### src/rtl/pulp_clock_gate_ctrl.sv
// pulp_clock_gate_ctrl: idle-timeout sleep sequencer for N gated clock domains.
// Each domain goes through RUN -> DRAIN (sleep request) -> GATED -> WAKE -> RUN.
// In DRAIN it waits for the domain's acknowledge. In WAKE the clock runs for
// WAKE_CYCLES cycles before ready is reasserted.
// Optional feature macro: PULP_CG_CTRL_STATS_EN. When it is defined, the block
// keeps per-domain 32-bit saturating gated-cycle counters. When it is not
// defined, gated_cnt_o is tied to zero and stats_clr_i is ignored.
module pulp_clock_gate_ctrl #(
  parameter int N_DOMAINS   = 4,
  parameter int CNT_W       = 8,
  parameter int WAKE_CYCLES = 2
) (
  input  logic                    clk_i,
  input  logic                    rst_i,
  input  logic [CNT_W-1:0]        cfg_idle_cycles_i,
  input  logic                    force_on_i,
  input  logic [N_DOMAINS-1:0]    busy_i,
  input  logic [N_DOMAINS-1:0]    wake_i,
  input  logic [N_DOMAINS-1:0]    sleep_ack_i,
  output logic [N_DOMAINS-1:0]    sleep_req_o,
  output logic [N_DOMAINS-1:0]    clk_en_o,
  output logic [N_DOMAINS-1:0]    ready_o,
  input  logic                    stats_clr_i,
  output logic [32*N_DOMAINS-1:0] gated_cnt_o
);

  localparam int WK_W = (WAKE_CYCLES > 1) ? $clog2(WAKE_CYCLES) : 1;
  localparam logic [WK_W-1:0] WAKE_LOAD = WK_W'(WAKE_CYCLES - 1);

  typedef enum logic [1:0] {
    S_RUN   = 2'd0,
    S_DRAIN = 2'd1,
    S_GATED = 2'd2,
    S_WAKE  = 2'd3
  } state_e;

  // Timeout is shared by all domains; cfg of zero disables gating entirely
  logic w_cfg_en;
  assign w_cfg_en = (cfg_idle_cycles_i != '0);

  for (genvar g = 0; g < N_DOMAINS; g++) begin : g_dom
    state_e           r_state;
    logic [CNT_W-1:0] r_idle_cnt;
    logic [WK_W-1:0]  r_wake_cnt;
    logic             r_clk_en;
    logic             r_ready;
    logic             r_sleep_req;
    logic             w_wake_evt;
    logic             w_abort;
    logic             w_timeout;

    assign w_wake_evt = wake_i[g] | force_on_i;
    assign w_abort    = busy_i[g] | w_wake_evt;
    // Compare against cfg-1 so the request rises right after the cfg-th idle cycle
    assign w_timeout  = w_cfg_en && (r_idle_cnt >= (cfg_idle_cycles_i - CNT_W'(1)));

    // Per-domain sleep FSM with registered outputs
    always_ff @(posedge clk_i) begin
      if (rst_i) begin
        r_state     <= S_RUN;
        r_idle_cnt  <= '0;
        r_wake_cnt  <= '0;
        r_clk_en    <= 1'b1;
        r_ready     <= 1'b1;
        r_sleep_req <= 1'b0;
      end else begin
        case (r_state)
          S_RUN: begin
            if (w_abort) begin
              r_idle_cnt <= '0;
            end else if (w_timeout) begin
              r_state     <= S_DRAIN;
              r_sleep_req <= 1'b1;
              r_idle_cnt  <= '0;
            end else if (r_idle_cnt != '1) begin
              r_idle_cnt <= r_idle_cnt + CNT_W'(1);
            end
          end
          S_DRAIN: begin
            // Abort has priority over an acknowledge arriving in the same cycle
            if (w_abort) begin
              r_state     <= S_RUN;
              r_sleep_req <= 1'b0;
              r_idle_cnt  <= '0;
            end else if (sleep_ack_i[g]) begin
              r_state  <= S_GATED;
              r_clk_en <= 1'b0;
              r_ready  <= 1'b0;
            end
          end
          S_GATED: begin
            if (w_wake_evt) begin
              r_state    <= S_WAKE;
              r_clk_en   <= 1'b1;
              r_wake_cnt <= WAKE_LOAD;
            end
          end
          S_WAKE: begin
            // Settle period cannot be aborted
            if (r_wake_cnt == '0) begin
              r_state     <= S_RUN;
              r_ready     <= 1'b1;
              r_sleep_req <= 1'b0;
              r_idle_cnt  <= '0;
            end else begin
              r_wake_cnt <= r_wake_cnt - WK_W'(1);
            end
          end
          default: begin
            r_state     <= S_RUN;
            r_clk_en    <= 1'b1;
            r_ready     <= 1'b1;
            r_sleep_req <= 1'b0;
            r_idle_cnt  <= '0;
          end
        endcase
      end
    end

    assign clk_en_o[g]    = r_clk_en;
    assign ready_o[g]     = r_ready;
    assign sleep_req_o[g] = r_sleep_req;

`ifdef PULP_CG_CTRL_STATS_EN
    logic [31:0] r_gated_cnt;

    // Count cycles with the gate enable low; clear beats increment
    always_ff @(posedge clk_i) begin
      if (rst_i || stats_clr_i) begin
        r_gated_cnt <= '0;
      end else if (!r_clk_en && (r_gated_cnt != 32'hFFFF_FFFF)) begin
        r_gated_cnt <= r_gated_cnt + 32'd1;
      end
    end

    assign gated_cnt_o[32*g +: 32] = r_gated_cnt;
`endif
  end

`ifndef PULP_CG_CTRL_STATS_EN
  logic w_unused_stats_clr;
  assign w_unused_stats_clr = stats_clr_i;
  assign gated_cnt_o        = '0;
`endif

endmodule

### config.mk
export PLATFORM = sky130hd
export DESIGN_NAME = pulp_clock_gate_ctrl
export DESIGN_NICKNAME = d
export VERILOG_FILES = /design/src/rtl/pulp_clock_gate_ctrl.sv
export SDC_FILE = /design/constraint.sdc
export NUM_CORES = 1
export LEC_CHECK = 0
export BUFFER_PORTS_ARGS = -buffer_cell sky130_fd_sc_hd__buf_4
export CAP_MARGIN = 25
export CORE_MARGIN = 8
export CORE_UTILIZATION = 40
export CTS_CLUSTER_DIAMETER = 80
export DETAILED_ROUTE_END_ITERATION = 6
export GPL_TIMING_DRIVEN = 0
export PLACE_DENSITY = 0.68
export SLEW_MARGIN = 20
export SYNTH_ARGS = -nofsm -noshare
export SYNTH_HDL_FRONTEND = slang
export SYNTH_SLANG_ARGS = --single-unit
### constraint.sdc
create_clock -name clk_i -period 7.9 [get_ports clk_i]
set_input_delay 1.58 -clock clk_i [delete_from_list [all_inputs] [get_ports clk_i]]
set_output_delay 1.58 -clock clk_i [all_outputs]
set_load 0.05 [all_outputs]
==> reports/metrics.cfg, run 1 <==
[yosys]
synth_edf_count=0
synth.top_cell.area_share=0.2384
ys_ff_latch=56
yosysWarnings=0
synth_area_leaders=dfxtp_1 24%, buf_4 23%, ha_1 6.7%
synthCells=608
synth_seq_area_share=0.2384
synth.avg_cell_area_um2=7.736
ys.flop_type=dfxtp_1
yosys.cell_types.count=57
synthTopCellsByCount=142 x buf_4, 56 x dfxtp_1, 38 x o21ai_0, 37 x nand2_1, 32 x a21oi_1
yosysTopAreaCell=dfxtp_1
async_flop_share=0
yosysMostFrequentCell=buf_4
netlist_area_mm2=0.004703

[power]
ir_drop_mv=0.1390
powerDensity_mw_per_mm2=134.2
power_frac_seq=0.366
p_comb_frac=0.313
switching_share=0.3576
clkPwrFrac=0.321
p_leak_nw=2.725
p_int_uw=498.7
p_sw_uw=277.6

[floorplanning]
die_w_um=124.4
io_pins=164
core_area_mm2=0.01147
start_util=0.4101
dieHeight_um=124.4
row_count=39
fp.dieArea_mm2=0.01548

[critical_path]
cp_max_fo=10
worstReg2RegStart=g_dom[3].r_idle_cnt[1]
startpoint_type=input port
required_ns=8.11
crit_start=cfg_idle_cycles_i[0]
critPathKind=input port to flop
end_kind=flop
arrival_ns=4.73

[timing]
max-slew-margin-rel=0.4039
drv_slew=0
period_needed_ns=4.520
rsz0062_at_grt=no
max_slew.worst_pin.slew_ns=0.8861
hold_viol=0
fin_tns_setup_ns=0
max_freq_ghz=0.2213
finalSetupViolCount=0
finalCritPeriodShare=0.5721
worst_clock_skew_ns=0.005261

[clock_tree]
clk_latency_ns=0.29
root_buffer=clkbuf_16
cts_resized=0
cts_tree=done
clockBufferDepth=2
htreeDepth=2
numClockSinks=56
cts_hold_buf=0
clk_pin_slew_ns=0.07
numCtsBuffers=5
post_cts_buffers=0

[route]
wl_met1_um=4998
drt_first_iter_violations=336
wl_met3_um=830
wl_per_cell_um=12.55
wl_um=11550
top_layer=met4
ant_nets=0
dr.pass1.iters=5
drc=0
wl_met2_um=5681
via_per_inst=4.761
via_count=4385

[placed_design]
place_area_mm2=0.005614
io_buffers=34
routabilityCongestion=0.8504
place_hpwl_um=9228

[worst_hold_path]
hold_start=g_dom[2].r_ready
hold_class=flop to flop

[global_route]
grt_pass1_wl_um=19130
globalRouteTotalUtil=0.1412
grt_pass1_vias=4154
gr-total-overflow=0
grt_max_degree=17
grt_antenna_before_repair=0

[final_layout]
antenna_cells=0
n_fill_cell=1127
final_area_mm2=0.005783
layout-drive-gt1-share=0.2545
post-route-util=0.5043
syn_to_final_growth_pct=22.96
regArea_mm2=0.001121
multiInputGateArea_mm2=0.002816
nets=826

[outcome]
outcome=complete, no violations

[job]
max-cap-violations=0

[state kept, by name (all words and copies together), names as in the netlist, named ones only]
signal             count
g_dom.r_idle_cnt      32
g_dom.r_clk_en         4
g_dom.r_ready          4
g_dom.r_sleep_req      4
g_dom.r_state          4
g_dom.r_wake_cnt       4
[critical path, cell delays in order]
cell and delay (ns):
buf_4 0.13, inv_1 0.18, ha_1 0.22, inv_1 0.09, or3_1 0.32, xor2_1 0.42, ha_1 0.34, a21oi_1 0.12
o21ai_0 0.09, o21ai_0 0.07, a22o_1 0.19, and4_1 0.20, buf_4 0.16, or4b_1 0.45, a31oi_1 0.16
[routing by layer]
layer / vias up / track usage
met4: 0 / 0.02126
met5: - / 0
met2: 141 / 0.2557
met3: 4 / 0.04468
met1: 1994 / 0.1604
li1: 2246 / -
[logic make-up (layout without fill, tap and decap cells)]
family / Yosys count / count (layout) / synth area share
flip-flops: 56 / 56 / 0.2384
XOR/XNOR: 6 / 6 / 0.01117
buffers and inverters: 188 / 231 / 0.2642
AND/OR/NAND/NOR: 175 / 175 / 0.1998
adder cells (fa/ha/maj): 25 / 25 / 0.06651
AO/OA/AOI/OAI: 151 / 151 / 0.2062
multiplexers: 6 / 6 / 0.01304
other: 1 / 128 / 0.0007973
[path summary, 6_finish.rpt]
kind / to / slack (ns) / cells past startpoint
hold / removal: g_dom[2].r_ready / 0.44 / 2
setup reg to reg: g_dom[3].r_idle_cnt[0] / 5.36 / 7
setup / recovery: g_dom[0].r_idle_cnt[2] / 3.38 / 15
hold reg to reg: g_dom[2].r_ready / 0.44 / 2
[stage by stage]
stage / instances / hold WS, ns / worst slack (ns) / power (mW)
2_1_floorplan: 735 / 0.4168 / 3.710 / 0.5044
3_3_place_gp: 912 / 0.4313 / 3.184 / 0.5271
3_5_place_dp: 912 / 0.4331 / 3.067 / 0.5295
4_1_cts: 920 / 0.4418 / 3.370 / 0.7758
5_1_grt: 921 / 0.4630 / 3.097 / 0.8060
6_report: 921 / 0.4389 / 3.380 / 0.7763
[cell usage in the layout, fill, tap and decap left out, types with 6 or more instances in the layout]
cell type  instances
o211ai_1           7
dfxtp_1           56
clkbuf_1          17
and3_1            10
a211o_1            7
nor4_1             8
nand2b_1          11
a21o_1             7
a31oi_1           21
a21oi_1           32
nand2_1           37
buf_4            176
ha_1              25
nand3_1           23
a211oi_1           6
nand4_1            7
nor3_1            17
inv_1             23
conb_1           128
o21ai_0           38
nor2_1            26
[power groups by stage]
| stage | combinational [mW] | clock (mW) | sequential [mW] |
|---|---|---|---|
| floorplan | 0.214 | 0 | 0.291 |
| global placement | 0.236 | 0 | 0.291 |
| detailed placement | 0.239 | 0 | 0.291 |
| CTS | 0.239 | 0.253 | 0.284 |
| global route | 0.257 | 0.265 | 0.284 |
| finish | 0.243 | 0.249 | 0.284 |
[cell type report]
class,count,share of cell area
plain buffers,165,0.1999
clock buffers,6,0.02228
clock inverters,2,0.006058
inverters,23,0.01493
multi-input cells,491,0.4870
flip-flops and latches,56,0.1939
well taps,143,0.03094
repair buffers,35,0.04500
No activity file was read; power rests on OpenSTA's default activity.
==> run 2: changes to the inputs <==
- ABC_AREA: not set -> 1
- PLACE_DENSITY: 0.68 -> 0.67
- clock period: 7.9 -> 4.4 ns (I/O delays scaled with it)
==> reports/metrics.cfg, run 2 <==
[route]
dr.pass1.iters=5  ; unchanged
via_per_inst=4.154  ; was 4.761
wl_um=12270  ; was 11550 µm
via_count=4690  ; was 4385
drc=0  ; unchanged
ant_nets=0  ; unchanged
drt_first_iter_violations=262  ; was 336
wl_per_cell_um=10.87  ; was 12.55 µm

[final_layout]
largest-register=g_dom.r_idle_cnt  ; unchanged
final_common_cell=buf_4  ; unchanged
layout-drive-gt1-share=0.2320  ; was 0.2545
largest_register_ff_count=32  ; unchanged
mostFrequentLayoutCells=174 x buf_4, 135 x nand2_1, 128 x conb_1, 123 x nor2_1, 90 x inv_1  ; was 176 x buf_4, 128 x conb_1, 56 x dfxtp_1, 38 x o21ai_0, 37 x nand2_1
nets=1005  ; was 826
antenna_cells=0  ; unchanged
syn_to_final_growth_pct=21.31  ; was 22.96%

[timing]
drv_slew=0  ; unchanged
max-slew-margin-rel=0.4908  ; was 0.4039
fin_ws_ns=1.177  ; was 3.380 ns
finalSetupViolCount=0  ; unchanged
finalCritPeriodShare=0.7326
fin_tns_setup_ns=0  ; unchanged
worst_clock_skew_ns=0.009312  ; was 0.005261 ns
max_slew.worst_pin.slew_ns=0.7597  ; was 0.8861 ns
rsz0062_at_grt=no  ; unchanged
max_freq_ghz=0.3102
period_needed_ns=3.223
hold_viol=0  ; unchanged

[global_route]
grt_pass1_vias=4318  ; was 4154
globalRouteTotalUtil=0.1422  ; was 0.1412
grt_antenna_before_repair=0  ; unchanged
gr-total-overflow=0  ; unchanged
grt_pass1_wl_um=19590  ; was 19130 µm
grt_max_degree=20  ; was 17

[clock_tree]
cts_hold_buf=0  ; unchanged
cts_resized=0  ; unchanged
clk_latency_ns=0.30  ; was 0.29 ns
numCtsBuffers=5  ; unchanged
clockBufferDepth=2  ; unchanged
numClockSinks=56  ; unchanged
root_buffer=clkbuf_16  ; unchanged
htreeDepth=2  ; unchanged
cts_tree=done  ; unchanged
clk_pin_slew_ns=0.08  ; was 0.07 ns
post_cts_buffers=0  ; unchanged

[yosys]
netlist_area_mm2=0.005149  ; was 0.004703 mm²
synth_edf_count=0  ; unchanged
synth.avg_cell_area_um2=6.534  ; was 7.736 µm²
synth_seq_area_share=0.2177  ; was 0.2384
synthTopCellsByCount=140 x buf_4, 135 x nand2_1, 123 x nor2_1, 90 x inv_1, 56 x dfxtp_1  ; was 142 x buf_4, 56 x dfxtp_1, 38 x o21ai_0, 37 x nand2_1, 32 x a21oi_1
synthCells=788  ; was 608
yosysMostFrequentCell=buf_4  ; unchanged
ys_ff_latch=56  ; unchanged
synthAdderAreaFrac=0.06075  ; was 0.06651
synth_compound_area_frac=0.09672  ; was 0.2062
synth.top_cell.area_share=0.2177  ; was 0.2384
yosysWarnings=0  ; unchanged
synth_top_family_by_area=simple AND/OR/NAND/NOR gates  ; was buffers and inverters
yosys.cell_types.count=41  ; was 57
synthXorXnorAreaFrac=0.02041  ; was 0.01117
async_flop_share=0  ; unchanged
muxShareOfSynthArea=0  ; was 0.01304
yosys.area_share.simple=0.3210  ; was 0.1998
ys.flop_type=dfxtp_1  ; unchanged
yosysTopAreaCell=dfxtp_1  ; unchanged
synth_area_leaders=dfxtp_1 22%, buf_4 20%, nand2_1 9.8%  ; was dfxtp_1 24%, buf_4 23%, ha_1 6.7%

[power]
power_frac_seq=0.345  ; was 0.366
power.total_mw=1.594  ; was 776.3 µW
clkPwrFrac=0.264  ; was 0.321
p_sw_uw=664.3  ; was 277.6 µW
switching_share=0.4167  ; was 0.3576
ir_drop_mv=0.2979  ; was 0.1390 mV
p_comb_frac=0.390  ; was 0.313
p_leak_nw=3.314  ; was 2.725 nW
p_int_uw=929.7  ; was 498.7 µW
powerDensity_mw_per_mm2=255.2  ; was 134.2 mW/mm²

[worst_hold_path]
hold_class=flop to flop  ; unchanged

[critical_path]
crit_start=cfg_idle_cycles_i[0]  ; unchanged
rr_endpoint=g_dom[0].r_idle_cnt[3]  ; was g_dom[3].r_idle_cnt[0]
required_ns=4.63  ; was 8.11 ns
startpoint_type=input port  ; unchanged
end_kind=flop  ; unchanged
critPathKind=input port to flop  ; unchanged
r2r_slack_ns=2.33  ; was 5.36 ns
r2r_cells=14  ; was 7
cp_max_fo=9  ; was 10
arrival_ns=3.46  ; was 4.73 ns
worstReg2RegStart=g_dom[0].r_idle_cnt[0]  ; was g_dom[3].r_idle_cnt[1]
endpoint=g_dom[2].r_idle_cnt[6]  ; was g_dom[0].r_idle_cnt[2]

[floorplanning]
fp.dieArea_mm2=0.01676  ; was 0.01548 mm²
io_pins=164  ; unchanged
start_util=0.4080  ; was 0.4101
dieHeight_um=129.5  ; was 124.4 µm
core_area_mm2=0.01262  ; was 0.01147 mm²
row_count=41  ; was 39
die_w_um=129.5  ; was 124.4 µm

[placed_design]
routabilityCongestion=0.8178  ; was 0.8504
post-place-ws_ns=0.8290  ; was 3.067 ns
place_hpwl_um=9852  ; was 9228 µm
io_buffers=34  ; unchanged

[outcome]
outcome=complete, no violations  ; unchanged

[job]
max-cap-violations=0  ; unchanged

-- run 2: cell count changes in the layout (fill, tap and decap cells not counted), moves of 11 or more --
cell,delta
a31oi_1,-21
inv_1,+67
nand2_1,+98
nand2b_1,-11
nand3_1,+11
nor2_1,+97
-- run 2: power groups by stage --
stage	logic, mW	registers, mW	clock network [mW]
global placement	0.611	0.562	0
global route	0.671	0.553	0.451
floorplan	0.537	0.556	0
finish	0.622	0.550	0.422
detailed placement	0.615	0.562	0
CTS	0.617	0.550	0.428
-- run 2: cell type report --
type	count	area [µm²]
inverter	94	352.8
buffer	151	1102
tap	172	215.2
clock inverter	3	25.02
clock buffer	5	125.1
timing repair buffer	34	255.2
sequential	56	1121
fill	1356	6374
multi-input combinational	614	3049
-- run 2: through the flow --
step           std cells  hold slack [ns]  cell area (µm²)    util
2_1_floorplan        915           0.4367             5625       -
3_5_place_dp        1121           0.4553             6096  0.4830
6_report            1129           0.4670             6246  0.4949
4_1_cts             1129           0.4706             6246  0.4949
5_1_grt             1129           0.4946             6246  0.4949
3_3_place_gp        1121           0.4496             6096  0.4830
-- run 2: cell families (layout without fill, tap and decap cells) --
kind of cell    after synthesis  in the layout
fa+ha+maj                    25             25
xor+xnor                     12             12
buf+inv                     245            287
simple gates                356            356
flops                        56             56
compound gates               93             93
other cells                   1            128
-- run 2: worst max-delay path, cell delays in order --
cell and delay [ns]:
buf_4 0.08, inv_1 0.18, ha_1 0.33, xnor2_1 0.52, ha_1 0.34, a21boi_0 0.12
o21ai_0 0.14, nand2_1 0.08, nand2_1 0.06, nand2_1 0.09, nand2_2 0.15, nand3_4 0.13
nand2_4 0.15, o21ai_1 0.09, nor2_1 0.12
-- run 2: worst min-delay path by stage --
stage / start / cells past startpoint / slack (ns) / endpoint
after CTS: g_dom[0].r_clk_en / 2 / 0.47 / g_dom[0].r_clk_en
after floorplan: g_dom[0].r_clk_en / 2 / 0.44 / g_dom[0].r_clk_en
after global routing: g_dom[1].r_clk_en / 2 / 0.49 / g_dom[1].r_clk_en
after detailed placement: g_dom[1].r_clk_en / 2 / 0.46 / g_dom[1].r_clk_en
final: g_dom[1].r_clk_en / 2 / 0.47 / g_dom[1].r_clk_en
after global placement: g_dom[0].r_clk_en / 2 / 0.45 / g_dom[0].r_clk_en
-- run 2: metal layers --
| metal | global-route usage | share of wire |
|---|---|---|
| met2 | 0.2690 | 0.51 |
| met4 | 0.02391 | 0.0081 |
| met5 | 0 | 0 |
| met3 | 0.02629 | 0.055 |
| met1 | 0.1635 | 0.43 |
